## config.mk

```make
export PLATFORM = sky130hd
export DESIGN_NAME = spi_ram_arbiter
export DESIGN_NICKNAME = d
export VERILOG_FILES = /design/src/rtl/spi_ram_arbiter.sv
export SDC_FILE = /design/constraint.sdc
export NUM_CORES = 1
export LEC_CHECK = 0
export ABC_CLOCK_PERIOD_IN_PS = 2100
export BUFFER_PORTS_ARGS = -buffer_cell sky130_fd_sc_hd__buf_2
export CORE_MARGIN = 1.5
export CORE_UTILIZATION = 50
export DETAILED_ROUTE_END_ITERATION = 10
export PLACE_DENSITY = 0.75
export SLEW_MARGIN = 10
export SYNTH_ARGS = -nofsm -noshare
export SYNTH_HDL_FRONTEND = slang
export SYNTH_SLANG_ARGS = --single-unit
```

## constraint.sdc

```tcl
create_clock -name clk -period 2.1 [get_ports clk]
set_input_delay 0.42 -clock clk [delete_from_list [all_inputs] [get_ports clk]]
set_output_delay 0.42 -clock clk [all_outputs]
set_load 0.05 [all_outputs]
```

## src/rtl/spi_ram_arbiter.sv

```systemverilog
`default_nettype none
// ============================================================================
// Module   : spi_ram_arbiter
// Purpose  : Shares one single-port synchronous RAM between an SPI slave
//            command stream and a host request/grant port, using round-robin
//            arbitration on ties.
//            SPI frames use bits [9:8] as the command:
//              00 = load write address   01 = write payload
//              10 = load read address    11 = read
//            One SPI access can be pending at a time. A second access frame
//            that arrives while one is still pending is dropped, and the
//            sticky overrun flag is set.
// Ports    : clk, rst_n                    - clock, async active-low reset
//            spi_rx_valid/spi_rx_data      - SPI frame in (edge-accepted)
//            spi_tx_valid/spi_tx_data      - SPI read data out (held)
//            spi_ovf                       - sticky SPI overrun
//            host_req/we/addr/wdata        - host request (held until gnt)
//            host_gnt, host_rvalid/rdata   - host grant / read-data pulses
//            ram_en/we/addr/wdata, ram_rdata - RAM port (1-cycle read)
// Revision : 1.0 - initial release
// ============================================================================
module spi_ram_arbiter #(
  parameter int MEM_DEPTH = 256,
  parameter int ADDR_SIZE = 8
) (
  input  logic                 clk,
  input  logic                 rst_n,
  input  logic                 spi_rx_valid,
  input  logic [9:0]           spi_rx_data,
  output logic                 spi_tx_valid,
  output logic [7:0]           spi_tx_data,
  output logic                 spi_ovf,
  input  logic                 host_req,
  input  logic                 host_we,
  input  logic [ADDR_SIZE-1:0] host_addr,
  input  logic [7:0]           host_wdata,
  output logic                 host_gnt,
  output logic                 host_rvalid,
  output logic [7:0]           host_rdata,
  output logic                 ram_en,
  output logic                 ram_we,
  output logic [ADDR_SIZE-1:0] ram_addr,
  output logic [7:0]           ram_wdata,
  input  logic [7:0]           ram_rdata
);

  if (MEM_DEPTH != (1 << ADDR_SIZE)) begin : g_bad_depth
    $error("spi_ram_arbiter: MEM_DEPTH must equal 2**ADDR_SIZE");
  end

  typedef enum logic [1:0] {
    ST_IDLE       = 2'd0,
    ST_ISSUE_SPI  = 2'd1,
    ST_ISSUE_HOST = 2'd2,
    ST_RD_WAIT    = 2'd3
  } state_t;

  state_t                 state_q;
  logic                   rx_valid_q;
  logic [ADDR_SIZE-1:0]   wr_addr_q;
  logic [ADDR_SIZE-1:0]   rd_addr_q;
  logic                   pend_q;
  logic                   pend_we_q;
  logic [ADDR_SIZE-1:0]   pend_addr_q;
  logic [7:0]             pend_data_q;
  logic                   ovf_q;
  logic                   last_host_q;
  logic                   rd_host_q;
  logic                   tx_valid_q;
  logic [7:0]             tx_data_q;
  logic                   host_gnt_q;
  logic                   host_rvalid_q;
  logic [7:0]             host_rdata_q;
  logic                   ram_en_q;
  logic                   ram_we_q;
  logic [ADDR_SIZE-1:0]   ram_addr_q;
  logic [7:0]             ram_wdata_q;

  logic                   rx_accept;
  logic [1:0]             rx_cmd;
  logic [ADDR_SIZE-1:0]   rx_payload_addr;
  logic                   rx_access;
  logic                   pend_busy;
  logic                   pend_load;
  logic                   pend_drop;
  logic                   spi_req;
  logic                   grant_spi;
  logic                   spi_we_d;
  logic [ADDR_SIZE-1:0]   spi_addr_d;
  logic [7:0]             spi_data_d;

  // Only the low-to-high transition of spi_rx_valid accepts a frame.
  assign rx_accept       = spi_rx_valid & ~rx_valid_q;
  assign rx_cmd          = spi_rx_data[9:8];
  assign rx_payload_addr = ADDR_SIZE'(spi_rx_data[7:0]);
  assign rx_access       = rx_accept & rx_cmd[0];

  // The pending slot is considered free during the ISSUE_SPI cycle, since
  // its contents are already on the RAM port and it is cleared that cycle.
  assign pend_busy = pend_q & (state_q != ST_ISSUE_SPI);
  assign pend_load = rx_access & ~pend_busy;
  assign pend_drop = rx_access &  pend_busy;

  // A frame accepted in this cycle can be issued straight from IDLE, which
  // gives the one-cycle accept-to-ram_en latency. The address is sampled
  // now so later address frames do not disturb an already-queued access.
  assign spi_req    = pend_busy | pend_load;
  assign spi_we_d   = pend_busy ? pend_we_q   : ~rx_cmd[1];
  assign spi_addr_d = pend_busy ? pend_addr_q : (rx_cmd[1] ? rd_addr_q : wr_addr_q);
  assign spi_data_d = pend_busy ? pend_data_q : spi_rx_data[7:0];

  // Round-robin: on a tie, SPI wins if the host was granted last.
  assign grant_spi = spi_req & (~host_req | last_host_q);

  always_ff @(posedge clk or negedge rst_n) begin
    if (!rst_n) begin
      state_q       <= ST_IDLE;
      rx_valid_q    <= 1'b0;
      wr_addr_q     <= '0;
      rd_addr_q     <= '0;
      pend_q        <= 1'b0;
      pend_we_q     <= 1'b0;
      pend_addr_q   <= '0;
      pend_data_q   <= '0;
      ovf_q         <= 1'b0;
      last_host_q   <= 1'b1;
      rd_host_q     <= 1'b0;
      tx_valid_q    <= 1'b0;
      tx_data_q     <= '0;
      host_gnt_q    <= 1'b0;
      host_rvalid_q <= 1'b0;
      host_rdata_q  <= '0;
      ram_en_q      <= 1'b0;
      ram_we_q      <= 1'b0;
      ram_addr_q    <= '0;
      ram_wdata_q   <= '0;
    end else begin
      rx_valid_q    <= spi_rx_valid;
      ram_en_q      <= 1'b0;
      ram_we_q      <= 1'b0;
      host_gnt_q    <= 1'b0;
      host_rvalid_q <= 1'b0;

      if (rx_accept && rx_cmd == 2'b00) begin
        wr_addr_q <= rx_payload_addr;
      end
      if (rx_accept && rx_cmd == 2'b10) begin
        rd_addr_q <= rx_payload_addr;
      end

      if (pend_load) begin
        pend_q      <= 1'b1;
        pend_we_q   <= spi_we_d;
        pend_addr_q <= spi_addr_d;
        pend_data_q <= spi_data_d;
      end else if (state_q == ST_ISSUE_SPI) begin
        pend_q <= 1'b0;
      end

      if (pend_drop) begin
        ovf_q <= 1'b1;
      end

      // A new frame invalidates held read data; a read completing in the
      // same cycle (RD_WAIT below) takes priority as it carries fresh data.
      if (rx_accept) begin
        tx_valid_q <= 1'b0;
      end

      case (state_q)
        ST_IDLE: begin
          if (grant_spi) begin
            state_q     <= ST_ISSUE_SPI;
            ram_en_q    <= 1'b1;
            ram_we_q    <= spi_we_d;
            ram_addr_q  <= spi_addr_d;
            ram_wdata_q <= spi_data_d;
            last_host_q <= 1'b0;
            rd_host_q   <= 1'b0;
          end else if (host_req) begin
            state_q     <= ST_ISSUE_HOST;
            ram_en_q    <= 1'b1;
            ram_we_q    <= host_we;
            ram_addr_q  <= host_addr;
            ram_wdata_q <= host_wdata;
            host_gnt_q  <= 1'b1;
            last_host_q <= 1'b1;
            rd_host_q   <= 1'b1;
          end
        end
        ST_ISSUE_SPI, ST_ISSUE_HOST: begin
          state_q <= ram_we_q ? ST_IDLE : ST_RD_WAIT;
        end
        ST_RD_WAIT: begin
          if (rd_host_q) begin
            host_rdata_q  <= ram_rdata;
            host_rvalid_q <= 1'b1;
          end else begin
            tx_data_q  <= ram_rdata;
            tx_valid_q <= 1'b1;
          end
          state_q <= ST_IDLE;
        end
        default: state_q <= ST_IDLE;
      endcase
    end
  end

  assign spi_tx_valid = tx_valid_q;
  assign spi_tx_data  = tx_data_q;
  assign spi_ovf      = ovf_q;
  assign host_gnt     = host_gnt_q;
  assign host_rvalid  = host_rvalid_q;
  assign host_rdata   = host_rdata_q;
  assign ram_en       = ram_en_q;
  assign ram_we       = ram_we_q;
  assign ram_addr     = ram_addr_q;
  assign ram_wdata    = ram_wdata_q;

endmodule
`default_nettype wire

```

Word-level counts from Yosys, hierarchy flattened
Index checks and enable logic that the tools add are counted.
- bits in registers: 77
- bits of input ports: 39
- word-level logic and storage cells: 78
- output and inout port bits: 38
- reductions and logical operators: 10
- muxes and demuxes: 29
- bitwise gates (word level): 13
- equal/unequal tests: 6
- operators by type and width (operator ; number):
    $mux W8 ; 7
    $mux W1 ; 18
    $and A1 B1 Y1 ; 6
    $eq A2 B2 Y1 const B ; 3
    $mux W2 ; 3
    $pmux W2 S3 ; 1
    $reduce_and A2 Y1 ; 3
    $not A1 Y1 ; 5
    $logic_not A2 Y1 ; 2
    $reduce_bool A2 Y1 ; 2
    $ne A3 B3 Y1 const B ; 1
    $eq A2 B1 Y1 const B ; 1
    $logic_and A1 B1 Y1 ; 2
    $ne A2 B1 Y1 const B ; 1
    $or A1 B1 Y1 ; 2
    $reduce_or A2 Y1 ; 1

Depth between registers and ports, before layout
- word-level depth: 8
- mapped depth: 8
- mapped depth without buffers: 7

Worst setup path before layout
OpenSTA, ideal clock, no wires.
- kind: register to register
- start: register state_q[0]
- end: register ram_addr_q[0], in the netlist ram_addr[0]
- stages on the path, launching flop included: 8
- arrival time: 1.592 ns
- clock period less this slack: 1.670 ns
- path buffers: 2
- setup slack: 0.430 ns
- required time: 2.023 ns
- setup time: 0.077 ns
- cells stage by stage: dfrtp_1 -> ha_1 -> nand2b_1 -> clkbuf_1 -> a21boi_2 -> buf_2 -> o211ai_1 -> a21oi_1
- cells in the longest elaborated chain, start to end: 8
- elaborated cells between the ends (all ways): 11
- classes of those cells: eq/ne (1); mux (2); bitwise (5); reduce/logical (3)
- RTL lines (item ; RTL line ; text):
    start, declared ; 58 ; state_t state_q;
    start signal, assigned ; 192 ; state_q <= ram_we_q ? ST_IDLE : ST_RD_WAIT;
    $ne A2 B1 Y1 ; 100 ; assign pend_busy = pend_q & (state_q != ST_ISSUE_SPI);
    $and A1 B1 Y1 ; 100 ;
    $not A1 Y1 ; 101 ; assign pend_load = rx_access & ~pend_busy;
    $and A1 B1 Y1 ; 101 ;
    $or A1 B1 Y1 ; 107 ; assign spi_req = pend_busy | pend_load;
    $and A1 B1 Y1 ; 113 ; assign grant_spi = spi_req & (~host_req | last_host_q);
    $reduce_bool A2 Y1 (no source line) ; -- ;
    $reduce_and A2 Y1 (no source line) ; -- ;
    end signal, assigned ; 176 ; ram_addr_q <= spi_addr_d;
    end signal, assigned ; 184 ; ram_addr_q <= host_addr;
    end, declared ; 76 ; logic [ADDR_SIZE-1:0] ram_addr_q;
Several ways; a longest one is shown, not always the timed one.
A chain may end at the register's enable or synchronous reset.

Worst setup path in the final report
- start: register state_q[1]
- end: register ram_addr_q[6], in the netlist ram_addr[6]
The elaborated chain is that of the path after synthesis.

==> results.sh <==
export IMPL_status="complete, no violations"
export IMPL_num_antenna_cells=0
export IMPL_tritoncts="yes"
export IMPL_p_seq_share_pct=34.9
export IMPL_cts_made_buffers=9
export IMPL_synth_top_area_share_pct=57.60
export IMPL_clk_pin_slew_worst_paths_ps=90
export IMPL_grtUsageTotal_pct=20.55
export IMPL_final_fill_count=499
export IMPL_vias=2383
export IMPL_worstSetupPathType="flip-flop to flip-flop"
export IMPL_nets=399
export IMPL_die_h_um=84.27
export IMPL_h_tree_depth=3
export IMPL_grt_pass1_wl_um=11430
export IMPL_cts_sinks=77
export IMPL_synth_largest_area_cell="dfrtp_1"
export IMPL_fin_total_pwr_mw=7.062
export IMPL_slew_violations=0
export IMPL_worstMarginPinSlew_ps=740.3
export IMPL_crit_path_start_kind="flip-flop"
export IMPL_drc=0
export IMPL_yosysSeqAreaShare_pct=58.39
export IMPL_clk_insertion_delay_late_ps=340
export IMPL_tns_ps=0
export IMPL_grt_max_degree=43
export IMPL_stdcell_count=438
export IMPL_p_sw_mw=3.229
export IMPL_dp_cells=422
export IMPL_seq_area_um2=1928
export IMPL_drive_above_1_share_pct=43.49
export IMPL_viasPerCell=5.441
export IMPL_postCtsHoldBufs=0
export IMPL_reg2reg_depth=7
export IMPL_synth_seq_cells=77
export IMPL_cts_root_buf="clkbuf_8"
export IMPL_rsz0062_at_grt="false"
export IMPL_synth_area_leaders="dfrtp_1 (58%), mux2_2 (14%), a21oi_1 (3.5%)"
export IMPL_whs_ps=51.95
export IMPL_area_growth_pct=21.52
export IMPL_p_leak_nw=1.896
export IMPL_hpwl_um=4877
export IMPL_synth_edf_count=0
export IMPL_stdcell_area_um2=4013
export IMPL_critical_path_cell_chain="inv_1 -> ha_1 -> nor2b_1 -> buf_4 -> o21ai_1 -> a21oi_1 -> a21oi_1"
export IMPL_reg2reg_slack_ps=210
export IMPL_fin_ws_ps=208.0
export IMPL_io_buffers=76
export IMPL_syn_nets=314
export IMPL_p_sw_share_pct=45.72
export IMPL_powerDensity_nw_per_um2=1760
export IMPL_arrival_ps=2150
export IMPL_place_area_um2=3796
export IMPL_drtAntennaViolNets=0
export IMPL_synth_cells=271
export IMPL_final_util_pct=63.19
export IMPL_setup_viol=0
export IMPL_final_hold_violation_count=0
export IMPL_num_io_pins=77
export IMPL_required_ps=2360
export IMPL_min_path_type="primary input to asynchronous set/reset pin"
export IMPL_fmax_mhz=528.5
export IMPL_worst_slew_margin_rel_pct=50.31
export IMPL_crit_fanout=11
export IMPL_die_w_um=84.27
export IMPL_post_cts_resized=0
export IMPL_drt_total_wl_um=6826
export IMPL_min_period_ps=1892
export IMPL_dieArea_um2=7101
export IMPL_netlist_area_um2=3302
export IMPL_async_reset_ff_share_pct=100.0
export IMPL_ys_types=36
export IMPL_first_pass_iters=4
export IMPL_critPathMostFrequentCell="a21oi_1"
export IMPL_multi_input_area_um2=1286
export IMPL_dp_slack_ps=242.6
export IMPL_timing_rr_start="state_q[1]"
export IMPL_endpoint_kind="flip-flop"
export IMPL_synth_ff_type="dfrtp_1"
export IMPL_max_cap_viol_count=0
export IMPL_grt_pass1_vias=2322
export IMPL_cts_setup_buffers=0
export IMPL_rows=29
export IMPL_grt_antenna_before_repair=0
export IMPL_syn_avg_cell_area_um2=12.18
export IMPL_grt_overflow_total=0
export IMPL_start_util_pct=52.00
export IMPL_reg2reg_to="ram_addr[6]"
export IMPL_p_int_mw=3.833
export IMPL_clkPwrFrac_pct=17.3
export IMPL_drtIter0Drc=121
export IMPL_cts_buffer_depth=2
export IMPL_ir_drop_uv=1056
export IMPL_yosys_warnings=0
export IMPL_combPwrFrac_pct=47.8
export IMPL_critPathSlowestCell="o21ai_1"
export IMPL_wl_per_cell_um=15.58
export IMPL_design_core_area_um2=6350
export IMPL_gp_congestion=0.8597
export IMPL_fin_skew_ps=13.12
export IMPL_post_route_period_util_pct=90.10
export IMPL_max_stage_delay_ps=580
## registers in the layout, summed over array words and instances (netlist names), 8 cells and up
signal,cells
host_rdata,8
pend_addr_q,8
pend_data_q,8
ram_addr,8
ram_wdata,8
rd_addr_q,8
spi_tx_data,8
wr_addr_q,8
## Yosys cell counts (3+ instances only)
| master | instances |
|---|---|
| ha_1 | 4 |
| nand2b_1 | 3 |
| o21ai_0 | 22 |
| buf_2 | 4 |
| nor2_2 | 8 |
| o22ai_1 | 8 |
| dfrtp_1 | 76 |
| a21oi_1 | 23 |
| inv_1 | 3 |
| mux2i_1 | 8 |
| mux2_2 | 40 |
| o211ai_1 | 9 |
| nand2_1 | 29 |
| clkbuf_1 | 5 |
| buf_6 | 3 |
## how the worst max path moves through the flow
stage	from	endpoint	slack (ps)	cells after the start
2_1_floorplan	state_q[0]	ram_addr[0]	430	7
3_3_place_gp	spi_rx_valid	state_q[1]	290	5
3_5_place_dp	state_q[1]	ram_addr[7]	240	7
4_1_cts	state_q[1]	ram_addr[6]	220	7
5_1_grt	state_q[1]	ram_addr[0]	90	7
6_report	state_q[1]	ram_addr[6]	210	7
## layout make-up
class | count | area share [%]
flip-flops and latches | 77 | 48.05
well taps | 77 | 2.401
repair buffers | 86 | 11.72
multi-input cells | 178 | 32.05
inverters | 4 | 0.3742
clock buffers | 10 | 3.181
clock inverters | 6 | 2.214
## worst max-delay path, delay by kind of cell (launching register included)
family | cells | cell delay [ps]
AO/OA/AOI/OAI | 3 | 910
adder cells (fa/ha/maj) | 1 | 180
buffers and inverters | 2 | 260
flip-flops | 1 | 410
AND/OR/NAND/NOR | 1 | 60
## cell usage in the layout (no fill, tap or decap), types with 2 or more instances in the layout
master | netlist | layout
ha_1 | 4 | 4
nand3_1 | 2 | 2
a21o_1 | 2 | 2
clkbuf_8 | 0 | 9
clkinvlp_4 | 0 | 2
mux2i_1 | 8 | 8
dfrtp_1 | 76 | 76
buf_2 | 4 | 75
inv_1 | 3 | 3
a21oi_1 | 23 | 23
bufinv_16 | 0 | 2
o211ai_1 | 9 | 9
nand2b_1 | 3 | 3
o21ai_1 | 2 | 2
nor2_1 | 2 | 2
o21ai_0 | 22 | 22
o22ai_1 | 8 | 8
nand2_1 | 29 | 29
nor2b_1 | 2 | 2
mux2_2 | 40 | 40
buf_4 | 0 | 10
nor2_2 | 8 | 8
## power by group through the flow
stage          clock network [mW]  registers, mW  logic [mW]
2_1_floorplan                   0           3.70        1.36
3_3_place_gp                    0           2.46        3.31
3_5_place_dp                    0           2.49        3.38
4_1_cts                      1.24           2.46        3.39
5_1_grt                      1.31           2.54        3.62
6_report                     1.22           2.47        3.37
## metal layers
| metal | wire length (µm) | global-route usage, % |
|---|---|---|
| met5 | 0 | 0 |
| met4 | 127 | 8.495 |
| met3 | 328 | 3.441 |
| met2 | 3191 | 30.62 |
| met1 | 3179 | 30.10 |
## kinds of logic after synthesis
group | after synthesis | synth area share (%)
and+or+nand+nor | 54 | 8.337
DFF | 77 | 58.39
muxes | 48 | 16.07
adders and majority gates | 4 | 1.516
buffers and inverters | 16 | 2.652
AOI/OAI and AO/OA | 72 | 13.04
Note: power is estimated with default switching activity, not from simulation.
